==> config.mk <==
export PLATFORM = sky130hd
export DESIGN_NAME = pcecd_scsi_initiator
export DESIGN_NICKNAME = d
export VERILOG_FILES = /design/src/rtl/pcecd_scsi_initiator.sv
export SDC_FILE = /design/constraint.sdc
export NUM_CORES = 1
export LEC_CHECK = 0
export BUFFER_PORTS_ARGS = -buffer_cell sky130_fd_sc_hd__buf_2
export CAP_MARGIN = 25
export CORE_AREA = 8 8 156 122
export CTS_BUF_LIST = sky130_fd_sc_hd__clkbuf_8
export CTS_CLUSTER_DIAMETER = 100
export DETAILED_ROUTE_END_ITERATION = 10
export DIE_AREA = 0 0 164 130
export PLACE_DENSITY = 0.76
export SYNTH_ARGS = -nofsm -noshare
export SYNTH_HDL_FRONTEND = slang
export SYNTH_SLANG_ARGS = --single-unit
==> constraint.sdc <==
create_clock -name i_clk -period 2.2 [get_ports i_clk]
set_clock_uncertainty 0.2 [all_clocks]
set_input_delay 0.11 -clock i_clk [delete_from_list [all_inputs] [get_ports i_clk]]
set_output_delay 0.11 -clock i_clk [all_outputs]
set_load 0.02 [all_outputs]
==> src/rtl/pcecd_scsi_initiator.sv <==
// Initiator-side sequencer for the PCE CD drive bus: selection, command
// block transmission, DATA_IN sinking, STATUS/MESSAGE_IN capture and bus-free
// detection, with timeout and reset-pulse abort handling.
//
// Handshake rules:
//   - o_data/o_data_valid form a valid/ready pair: a byte transfers on a
//     clock edge where o_data_valid && i_data_ready. o_data_valid, once
//     raised, stays high with o_data stable until that edge.
//   - Toward the drive, o_ack rises only after REQ has been seen and stays
//     high until REQ falls. On the edge where REQ is seen low, o_ack falls.
//   - o_ack and o_sel are never high together.
`timescale 1ns/1ps
module pcecd_scsi_initiator #(
   parameter int MAX_CMD_BYTES = 10,
   parameter int TIMEOUT       = 4096,
   parameter int RST_CYCLES    = 16
) (
   input  logic                       i_clk,
   input  logic                       i_rst_n,
   input  logic                       i_start,
   input  logic [8*MAX_CMD_BYTES-1:0] i_cmd_bytes,
   input  logic [3:0]                 i_cmd_len,
   input  logic                       i_abort,
   input  logic                       i_bsy,
   input  logic                       i_req,
   input  logic                       i_msg,
   input  logic                       i_cd,
   input  logic                       i_io,
   input  logic [7:0]                 i_db,
   output logic                       o_sel,
   output logic                       o_ack,
   output logic                       o_rst,
   output logic [7:0]                 o_db,
   output logic                       o_db_oe,
   output logic [7:0]                 o_data,
   output logic                       o_data_valid,
   input  logic                       i_data_ready,
   output logic [15:0]                o_data_count,
   output logic [7:0]                 o_status,
   output logic [7:0]                 o_message,
   output logic                       o_busy,
   output logic                       o_done,
   output logic [1:0]                 o_err,
   output logic [2:0]                 o_state_dbg
);

   localparam int TW = $clog2(TIMEOUT + 1);
   localparam int RW = $clog2(RST_CYCLES + 1);

   typedef enum logic [2:0] {
      S_IDLE      = 3'd0,
      S_SELECT    = 3'd1,
      S_WAIT_REQ  = 3'd2,
      S_CMD_SETUP = 3'd3,   // DB driven, ACK follows next cycle
      S_DATA_WAIT = 3'd4,   // DATA_IN byte offered to the consumer
      S_ACK_HOLD  = 3'd5,   // ACK high until REQ falls
      S_ABORT     = 3'd6,
      S_DONE      = 3'd7
   } state_t;

   typedef enum logic [1:0] {
      PH_CMD  = 2'd0,
      PH_DATA = 2'd1,
      PH_STAT = 2'd2,
      PH_MSG  = 2'd3
   } phase_t;

   state_t                      state_q, state_d;
   phase_t                      ph_q, ph_d;
   logic [8*MAX_CMD_BYTES-1:0]  cmd_q, cmd_d;
   logic [3:0]                  len_q, len_d;
   logic [3:0]                  idx_q, idx_d;
   logic                        cmd_over_q, cmd_over_d;
   logic                        msg_done_q, msg_done_d;
   logic                        done_en_q, done_en_d;
   logic [TW-1:0]               tmo_q, tmo_d;
   logic [RW-1:0]               rst_cnt_q, rst_cnt_d;
   logic [7:0]                  db_q, db_d;
   logic [7:0]                  data_q, data_d;
   logic [15:0]                 count_q, count_d;
   logic [7:0]                  status_q, status_d;
   logic [7:0]                  message_q, message_d;
   logic [1:0]                  err_q, err_d;

   logic                        tmo_exp;
   logic                        waiting;
   logic [7:0]                  cmd_byte;
   logic [2:0]                  phase_code;

   assign tmo_exp    = (tmo_q == TW'(TIMEOUT - 1));
   assign cmd_byte   = cmd_q[8*idx_q +: 8];
   assign phase_code = {i_msg, i_cd, i_io};

   // State and datapath registers
   always_ff @(posedge i_clk or negedge i_rst_n) begin
      if (!i_rst_n) begin
         state_q    <= S_IDLE;
         ph_q       <= PH_CMD;
         cmd_q      <= '0;
         len_q      <= '0;
         idx_q      <= '0;
         cmd_over_q <= 1'b0;
         msg_done_q <= 1'b0;
         done_en_q  <= 1'b0;
         tmo_q      <= '0;
         rst_cnt_q  <= '0;
         db_q       <= '0;
         data_q     <= '0;
         count_q    <= '0;
         status_q   <= '0;
         message_q  <= '0;
         err_q      <= '0;
      end else begin
         state_q    <= state_d;
         ph_q       <= ph_d;
         cmd_q      <= cmd_d;
         len_q      <= len_d;
         idx_q      <= idx_d;
         cmd_over_q <= cmd_over_d;
         msg_done_q <= msg_done_d;
         done_en_q  <= done_en_d;
         tmo_q      <= tmo_d;
         rst_cnt_q  <= rst_cnt_d;
         db_q       <= db_d;
         data_q     <= data_d;
         count_q    <= count_d;
         status_q   <= status_d;
         message_q  <= message_d;
         err_q      <= err_d;
      end
   end

   // Next-state, captures, timeout and reset-pulse counters
   always_comb begin
      state_d    = state_q;
      ph_d       = ph_q;
      cmd_d      = cmd_q;
      len_d      = len_q;
      idx_d      = idx_q;
      cmd_over_d = cmd_over_q;
      msg_done_d = msg_done_q;
      done_en_d  = done_en_q;
      db_d       = db_q;
      data_d     = data_q;
      count_d    = count_q;
      status_d   = status_q;
      message_d  = message_q;
      err_d      = err_q;

      case (state_q)
         S_IDLE: begin
            if (i_abort) begin
               // Bus reset only; no completion pulse for an idle abort.
               done_en_d = 1'b0;
               state_d   = S_ABORT;
            end else if (i_start) begin
               cmd_d      = i_cmd_bytes;
               // A zero length still sends one byte; oversize lengths clamp.
               if (i_cmd_len == 4'd0)
                  len_d = 4'd1;
               else if (i_cmd_len > 4'(MAX_CMD_BYTES))
                  len_d = 4'(MAX_CMD_BYTES);
               else
                  len_d = i_cmd_len;
               idx_d      = '0;
               cmd_over_d = 1'b0;
               msg_done_d = 1'b0;
               done_en_d  = 1'b1;
               err_d      = 2'd0;
               count_d    = '0;
               status_d   = '0;
               message_d  = '0;
               state_d    = S_SELECT;
            end
         end
         S_SELECT: begin
            if (i_bsy) begin
               state_d = S_WAIT_REQ;
            end else if (tmo_exp) begin
               err_d   = 2'd1;
               state_d = S_ABORT;
            end
         end
         S_WAIT_REQ: begin
            if (!i_bsy) begin
               if (msg_done_q) begin
                  state_d = S_DONE;
               end else begin
                  err_d   = 2'd3;
                  state_d = S_ABORT;
               end
            end else if (i_req) begin
               case (phase_code)
                  3'b010: begin
                     ph_d = PH_CMD;
                     // A request beyond the block gets a filler byte, then abort.
                     if (idx_q < len_q) begin
                        db_d = cmd_byte;
                     end else begin
                        db_d       = 8'h00;
                        cmd_over_d = 1'b1;
                     end
                     state_d = S_CMD_SETUP;
                  end
                  3'b001: begin
                     ph_d    = PH_DATA;
                     data_d  = i_db;
                     state_d = S_DATA_WAIT;
                  end
                  3'b011: begin
                     ph_d     = PH_STAT;
                     status_d = i_db;
                     state_d  = S_ACK_HOLD;
                  end
                  3'b111: begin
                     ph_d      = PH_MSG;
                     message_d = i_db;
                     state_d   = S_ACK_HOLD;
                  end
                  default: begin
                     err_d   = 2'd3;
                     state_d = S_ABORT;
                  end
               endcase
            end else if (tmo_exp) begin
               err_d   = 2'd2;
               state_d = S_ABORT;
            end
         end
         S_CMD_SETUP: begin
            // REQ withdrawn before ACK is a protocol violation.
            if (!i_req) begin
               err_d   = 2'd3;
               state_d = S_ABORT;
            end else begin
               state_d = S_ACK_HOLD;
            end
         end
         S_DATA_WAIT: begin
            if (!i_req) begin
               err_d   = 2'd3;
               state_d = S_ABORT;
            end else if (i_data_ready) begin
               state_d = S_ACK_HOLD;
            end
         end
         S_ACK_HOLD: begin
            if (!i_req) begin
               state_d = S_WAIT_REQ;
               case (ph_q)
                  PH_CMD: begin
                     idx_d = idx_q + 4'd1;
                     if (cmd_over_q) begin
                        err_d   = 2'd3;
                        state_d = S_ABORT;
                     end
                  end
                  PH_DATA: begin
                     if (count_q != 16'hFFFF)
                        count_d = count_q + 16'd1;
                  end
                  PH_MSG:  msg_done_d = 1'b1;
                  default: ;
               endcase
            end else if (tmo_exp) begin
               err_d   = 2'd2;
               state_d = S_ABORT;
            end
         end
         S_ABORT: begin
            if (rst_cnt_q == RW'(RST_CYCLES - 1))
               state_d = done_en_q ? S_DONE : S_IDLE;
         end
         S_DONE: begin
            state_d = S_IDLE;
         end
         default: state_d = S_IDLE;
      endcase

      // External abort overrides everything outside IDLE and keeps the error code.
      if (i_abort && (state_q != S_IDLE) && (state_q != S_ABORT)) begin
         err_d   = err_q;
         state_d = S_ABORT;
      end

      // Timeout runs only while waiting on the target; any progress clears it.
      waiting   = (state_q == S_SELECT) || (state_q == S_WAIT_REQ) ||
                  (state_q == S_ACK_HOLD);
      tmo_d     = (waiting && (state_d == state_q)) ? tmo_q + TW'(1) : '0;
      rst_cnt_d = (state_q == S_ABORT) ? rst_cnt_q + RW'(1) : '0;
   end

   // Bus and status outputs decoded from registered state
   always_comb begin
      o_sel        = (state_q == S_SELECT);
      o_ack        = (state_q == S_ACK_HOLD);
      o_rst        = (state_q == S_ABORT);
      o_db_oe      = (state_q == S_CMD_SETUP) ||
                     ((state_q == S_ACK_HOLD) && (ph_q == PH_CMD));
      o_db         = db_q;
      o_data       = data_q;
      o_data_valid = (state_q == S_DATA_WAIT);
      o_data_count = count_q;
      o_status     = status_q;
      o_message    = message_q;
      o_busy       = (state_q != S_IDLE);
      o_done       = (state_q == S_DONE);
      o_err        = err_q;
      o_state_dbg  = state_q;
   end

endmodule

After elaboration in Yosys (flattened, before gate mapping)

Index checks and enable logic that the tools add are counted.

Bits in registers: 164
Bits in latches: 0
RAM bits: 0
Bits in read-only memories: 0
Word-level logic and storage cells: 165
Memories kept: 0

$add $sub $neg: 4
$mul: 0
Divide/modulo/power cells: 0
Order comparisons: 2
Equal/unequal tests: 38
Shifts and indexed selects: 1
Mux-type cells: 71
Bitwise logic cells: 2
Reduce and logical (&&, ||, !) cells: 31

Operator list:

| kind                                                   | number |
|---|---|
| 2-to-1 mux 16 bit                                      | 5 |
| variable part select 80 x 8 -> 8 bit                   | 1 |
| 2-to-1 mux 8 bit                                       | 9 |
| 2-to-1 mux 3 bit                                       | 14 |
| one-hot mux 16 bit (2 select lines)                    | 1 |
| one-hot mux 8 bit (2 select lines)                     | 2 |
| 2-to-1 mux 2 bit                                       | 14 |
| 2-to-1 mux 4 bit                                       | 6 |
| one-hot mux 3 bit (8 select lines)                     | 1 |
| AND reduction 6 bit                                    | 3 |
| adder 16 x 1 -> 16 bit (second input constant)         | 1 |
| inequality test 16 bit (second input constant)         | 1 |
| inequality test 2 x 1 -> 1 bit (second input constant) | 8 |
| inequality test 2 bit (second input constant)          | 8 |
| equality test 3 bit (second input constant)            | 5 |
| adder 13 x 1 -> 13 bit (second input constant)         | 1 |
| equality test 13 x 12 -> 1 bit (second input constant) | 1 |
| 2-to-1 mux 13 bit                                      | 1 |
| equality test 3 x 2 -> 1 bit (second input constant)   | 4 |
| AND reduction 4 bit                                    | 3 |
| 2-to-1 mux 1 bit                                       | 11 |
| AND reduction 11 bit                                   | 1 |
| one-hot mux 2 bit (5 select lines)                     | 1 |
| AND reduction 5 bit                                    | 2 |
| other kinds (32)                                       | 45 |

Longest topological paths before layout

Gate-level depths: netlist (run 1).

Word-level depth: 10
Gate-level depth with buffers: 9
Mapped depth without buffers: 7

Least setup slack after synthesis (run 1)

No wires, ideal clock.

Path type: register to register
Start: register state_q[1], in the netlist o_state_dbg[1]
End: register err_q[0], in the netlist o_err[0]
Library setup time: 0.121 ns
Data arrival time: 2.007 ns
Slack: -0.128 ns
Cell stages (with the launch flop): 7
Buffers on the path: 2
Cell sequence: dfrtp_1 > buf_2 > buf_2 > nor3_1 > o21ai_1 > and2_1 > a22o_1

Elaborated cells between the ends (all ways): 24
Classes of those cells: eq/ne (15); mux (1); bitwise (1); reduce/logical (7)

RTL lines:

| element                                                    | line | RTL |
|---|---|---|
| start: declaration                                         | 68   | `state_t state_q, state_d;` |
| start signal: assignment                                   | 114  | `state_q <= state_d;` |
| equality test 3 x 1 -> 1 bit (*)                           | --   |  |
| named net o_sel                                            | 30   | `output logic o_sel,` |
| nonzero test 5 bit (no line), or another cell as far along | --   |  |
| AND reduction 11 bit (no line)                             | --   |  |
| end signal: assignment                                     | 129  | `err_q <= err_d;` |
| end: declaration                                           | 83   | `logic [1:0] err_q, err_d;` |

The timed path passes the listed nets; every way through them passes the cells marked *.
A chain may end at the register's enable or synchronous reset.

Final worst setup path (run 1)

Start: register state_q[1], in the netlist o_state_dbg[1]
End: register status_q[4], in the netlist o_status[4]

Word-level cells in the longest chain between the ends: 3
Elaborated cells between the ends (all ways): 10
Classes of those cells: eq/ne (6); mux (1); reduce/logical (3)

RTL lines:

| element                                                                | line | RTL |
|---|---|---|
| equality test 3 x 2 -> 1 bit or logical NOT 3 bit (tied branches)      | 150  | `case (state_q)` |
| inequality test 2 x 1 -> 1 bit (no line), or another cell as far along | --   |  |
| AND reduction 6 bit (no line)                                          | --   |  |
| end signal: assignment                                                 | 127  | `status_q <= status_d;` |
| end: declaration                                                       | 81   | `logic [7:0] status_q, status_d;` |

Several ways; a longest one is shown, not always the timed one.

==> results of run 1 <==
==> cells by family after synthesis <==
family	share of synthesized area [%]
xor+xnor	1.73
compound gates	8.52
buf+inv	3.17
mux	9.70
simple gates	25.0
fa+ha+maj	1.24
flops	50.6
==> how the worst min path moves through the flow <==
| stage | from | endpoint | slack [ps] | cells past startpoint |
|---|---|---|---|---|
| 6_report | i_abort | o_data_count[1] | 90 | 5 |
| 5_1_grt | i_abort | o_data_count[1] | 90 | 5 |
| 4_1_cts | i_abort | o_data_count[1] | 40 | 5 |
| 3_5_place_dp | i_rst_n | o_message[3] | -110 | 1 |
| 3_3_place_gp | i_rst_n | o_message[7] | -100 | 1 |
| 2_1_floorplan | i_rst_n | cmd_over_q | -390 | 0 |
==> layout by cell type (no fill, tap or decap), types with 17 or more instances in the layout <==
cell	n
buf_2	159
o21ai_0	18
mux2_2	18
clkbuf_8	17
buf_4	53
dfrtp_1	160
nand3_1	19
nor2_1	39
a21oi_1	24
dlygate4sd3_1	102
nand2_1	273
==> metal layers <==
metal	GRT usage, %	up-vias	wire (um)
met5	0	-	0
met4	5.81	0	252
met3	6.04	30	1970
met2	35.1	289	11200
met1	30.3	3556	10400
li1	-	3499	-
==> per-stage QoR <==
| step | instances | util (%) |
|---|---|---|
| after floorplan | 842 | - |
| after global placement | 1226 | 57.7 |
| after detailed placement | 1226 | 57.7 |
| after CTS | 1366 | 67.3 |
| after global routing | 1372 | 68.5 |
| final | 1375 | 68.5 |
==> state kept, by name (all words and copies together) (netlist names) <==
name,flops
cmd_q,80
o_data_count,16
tmo_q,13
o_data,8
o_db,8
o_message,8
o_status,8
rst_cnt_q,5
idx_q,4
len_q,4
o_state_dbg,3
o_err,2
ph_q,2
cmd_over_q,1
done_en_q,1
msg_done_q,1
==> final cells by class <==
type | instances | area (um^2)
Antenna cell | 3 | 7.51
Inverter | 14 | 52.6
Clock inverter | 15 | 216
Tap cell | 215 | 269
Clock buffer | 17 | 234
Timing Repair Buffer | 327 | 2460
Fill cell | 1209 | 5180
Sequential cell | 164 | 4110
Multi-Input combinational cell | 620 | 3930
==> report_power, final <==
group | internal (uW) | switching [uW]
Clock | 1270 | 1200
Sequential | 3760 | 421
Combinational | 1400 | 1550
Total | 6430 | 3170
==> what timing repair did <==
action                                  4_1_cts  5_1_grt
gates cloned                                  1        0
hold buffers                                102        0
setup buffers                                 6        6
endpoints found under the hold margin       279        0
endpoints found under the setup margin        7       50
resized for setup                            11       30
pin swaps                                     3        7
==> critical path, stage by stage, from the launching register on <==
cell and delay (ps):
dfrtp_1 410, buf_12 140, buf_8 110, or3b_1 420, a21oi_1 170, nor2_1 100
o21ai_4 150, mux2_1 370
==> impl_metrics.toml, run 1 <==
[status]
status = "finished with violations"
failed_checks = "negative setup slack"

[setup_path]
critPathLaunch = "o_state_dbg[1]"
r2r-end = "o_status[4]"
crit_required_ps = 2330
critPathCapture = "o_status[4]"
r2r_slack_ps = -6
critPathCaptureType = "register"
arrival_ps = 2340
worstSetupPathType = "reg -> reg"
r2r-start = "o_state_dbg[1]"
path_max_fanout = 8
start_kind = "register"
reg2regPathDepth = 7

[route]
wire_per_inst_um = 17.3
drt_iter0_drc = 603
routed_via_density = 5.36
first_pass_iters = 6
final_antenna_net_count = 0
drt_wl_total_um = 23900
drc = 0
vias = 7374

[timing]
slew_headroom_pct = 61.2
hold_ws_ps = 87.2
fmax_mhz = 453
worst_pin_slew_ps = 581
rsz0062_at_grt = "yes"
fin_setup_tns_ps = -6.60
setup_viol_count_final = 2
slew_viol_final = 0
hold_viol_final = 0
final.setup.worst_slack_ps = -6.22
fin_crit_ps = 2210
finalCritPeriodShare_pct = 100

[pwr]
design_power_total_uw = 9600
cellPowerDensity_nw_per_um2 = 851
leakagePower_uw = 0.00573
irDropWorstVdd_uv = 443

[synthesis]
ys_top_cells_by_area = "dfrtp_1 (51%), nand2_1 (13%), mux4_2 (4.4%)"
synth-main-ff-cell = "dfrtp_1"
ys_seq_area_share_pct = 50.6
yosysWarnings = 0
yosys.area.top_type = "dfrtp_1"
synth_most_common_cell = "nand2_1"
ys_types = 73
async_flop_share_pct = 100
synthTopCellsByCount = "nand2_1 (276), dfrtp_1 (164), nor2_1 (40)"
synth-edff-count = 0
ys_ff_latch = 164
synth_top_area_share_pct = 50.6
syn_nets = 952
syn_area_um2 = 8100
synthCells = 842
synth_area_per_cell_um2 = 9.62

[clock_network]
cts.sink_count = 164
clock_latency_ps = 450
cts_made_buffers = 17
clk_path_buf_depth = 2
h-tree-depth = 4
path_clk_slew_ps = 100
tritoncts = "yes"
cts_root_buf = "clkbuf_8"

[placement]
dpl_worst_slack_ps = -74.4
hpwl_um = 15500
port_buffers = 161
place_area_um2 = 9500
gp_congestion = 0.903

[die]
die_area_um2 = 21300
die_x_um = 164
row_count = 41
start_util_pct = 49.2
core_um2 = 16500
chipHeight_um = 130
pin_count = 162

[finish]
drive_gt1_share_pct = 30.0
design_area_um2 = 11300
layout-area-overhead-vs-synth_pct = 39.3
final_nets = 1254

[grt]
grt_start_max_net_pins = 100
track_usage_pct = 22.4
overflow = 0
grt_pass1_wl_um = 37700
grt_pass1_vias = 7244
antenna_found_initial = 0

[job]
maxCapViolations = 0

[min_path]
hold_path.class = "in -> reg"
(Power assumes the default switching activity.)
==> run 2, diff against run 1 <==
--- a/config.mk
+++ b/config.mk
@@ -12,6 +12,7 @@
 export CTS_CLUSTER_DIAMETER = 100
 export DETAILED_ROUTE_END_ITERATION = 10
 export DIE_AREA = 0 0 164 130
+export MAX_ROUTING_LAYER = met4
 export PLACE_DENSITY = 0.76
 export SYNTH_ARGS = -nofsm -noshare
 export SYNTH_HDL_FRONTEND = slang
==> run 2 against run 1 <==
Net effect: the run now ends clean; sequential power hardly changed; flip-flop and latch count stayed put; non-clock buffer count is 7 higher; clock power is 17% lower; via count is 0.37% lower; utilization is 0.46 points lower; worst setup slack better by 38 ps; largest power group unchanged; highest routed layer unchanged.
==> impl_metrics.toml, run 2 (synthesized netlist as in run 1, its figures left out) <==
[pwr]
design_power_total_uw = 9170
irDropWorstVdd_uv = 408
cellPowerDensity_nw_per_um2 = 818
leakagePower_uw = 0.00572

[setup_path]
reg2regPathDepth = 7
r2r_slack_ps = 40
crit_required_ps = 1890
critPathCaptureType = "output port"
start_kind = "register"
arrival_ps = 1860
path_max_fanout = 13
worstSetupPathType = "reg -> out"
r2r-end = "o_data_count[14]"
r2r-start = "o_data_count[1]"

[min_path]
hold_path.class = "in -> reg"
hold-path-endpoint = "ph_q[1]"
holdPathStages = 4
min_from = "i_req"

[timing]
fmax_mhz = 461
finalCritPeriodShare_pct = 98.5
hold_ws_ps = 65.4
fin_crit_ps = 2170
setup_viol_count_final = 0
worst_pin_slew_ps = 496
fin_setup_tns_ps = 0
slew_headroom_pct = 66.9
hold_viol_final = 0
rsz0062_at_grt = "yes"
slew_viol_final = 0

[route]
routed_via_density = 5.32
drc = 0
drt_iter0_drc = 624
vias = 7347
wire_per_inst_um = 17.3
final_antenna_net_count = 0
first_pass_iters = 5
drt_wl_total_um = 23900

[placement]
place_area_um2 = 9510
gp_congestion = 0.967
port_buffers = 161
hpwl_um = 15600

[die]
start_util_pct = 49.2
die_x_um = 164
core_um2 = 16500
pin_count = 162
row_count = 41
die_area_um2 = 21300
chipHeight_um = 130

[clock_network]
path_clk_slew_ps = 90
cts.sink_count = 164
tritoncts = "yes"
cts_root_buf = "clkbuf_8"
cts_made_buffers = 17
clock_latency_ps = 460
clk_path_buf_depth = 2
h-tree-depth = 4

[finish]
largest_register_ffs = 80
design_area_um2 = 11200
final_nets = 1261
drive_gt1_share_pct = 30.0
regMostFlops = "cmd_q"
n_fill_cell = 1204
fin_util_pct = 68.1
final_common_cell = "nand2_1"
layout-area-overhead-vs-synth_pct = 38.4
mostFrequentLayoutCells = "nand2_1 (273), dfrtp_1 (159), buf_2 (159)"

[grt]
antenna_found_initial = 2
track_usage_pct = 23.1
overflow = 0
grt_pass1_vias = 7329
grt_pass1_wl_um = 37700
grt_start_max_net_pins = 86

[job]
maxCapViolations = 0

[status]
status = "complete, no violations"
[run 2: cell types whose count changed in the layout (fill, tap and decap cells not counted), moves of 2 or more]
cell       before  now
buf_4          53   59
nor4b_2         2    0
a21oi_1        24   26
buf_6           2    5
inv_6           5    3
or4_4           4    2
or4_1           2    4
a21oi_2         3    1
bufinv_16       4    1
clkinv_2        1    4
[run 2: area by class of cell]
| type | instances | area, um^2 | share of cell area [%] |
|---|---|---|---|
| Sequential cell | 164 | 4110 | 36.7 |
| Multi-Input combinational cell | 620 | 3890 | 34.7 |
| Timing Repair Buffer | 334 | 2510 | 22.4 |
| Tap cell | 215 | 269 | 2.40 |
| Clock buffer | 17 | 234 | 2.09 |
| Clock inverter | 15 | 133 | 1.18 |
| Inverter | 14 | 52.6 | 0.469 |
| Antenna cell | 3 | 7.51 | 0.0670 |
[run 2: worst max path at each step]
| stage | start | endpoint | slack, ps | cells past startpoint |
|---|---|---|---|---|
| 2_1_floorplan | o_data_count[0] | o_data_count[3] | 2 | 8 |
| 3_3_place_gp | rst_cnt_q[0] | tmo_q[9] | 20 | 8 |
| 3_5_place_dp | rst_cnt_q[0] | tmo_q[9] | -110 | 8 |
| 4_1_cts | tmo_q[0] | tmo_q[12] | 0.8 | 6 |
| 5_1_grt | o_data_count[0] | o_data_count[6] | -40 | 7 |
| 6_report | o_state_dbg[1] | o_db_oe | 30 | 5 |
[run 2: per-layer routing]
metal / global-route usage, % / vias to the layer above / wire length, um
met5: - / - / 0
met1: 30.9 / 3516 / 10700
met2: 34.8 / 283 / 11000
met4: 7.09 / 0 / 406
met3: 5.23 / 38 / 1780
li1: - / 3510 / -
[run 2: what timing repair did]
action                                  CTS  global route
pin swaps                                 1             7
gates resized for setup                  11            23
cloned                                    0             1
hold endpoints to repair                280             0
setup buffers                             2            12
hold buffers                            102             0
endpoints found under the setup margin   11            59
[run 2: stage by stage]
stage	cells	setup WS [ps]
floorplan	842	2.42
global placement	1230	21.4
detailed placement	1230	-115
CTS	1366	0.779
global route	1381	-39.1
finish	1382	32.2
[run 2: where the power goes]
group	leakage [uW]	switching, uW	internal (uW)	total (uW)
clock	0.000190	1150	902	2050
sequential	0.00222	421	3760	4180
combinational	0.00331	1530	1400	2930
total	0.00572	3110	6060	9170
[run 2: critical path, stage by stage, from the launching register on]
cell	delay [ps]
dfrtp_2	440
buf_12	160
nand2b_4	150
or3_4	330
a21oi_2	160
buf_4	160
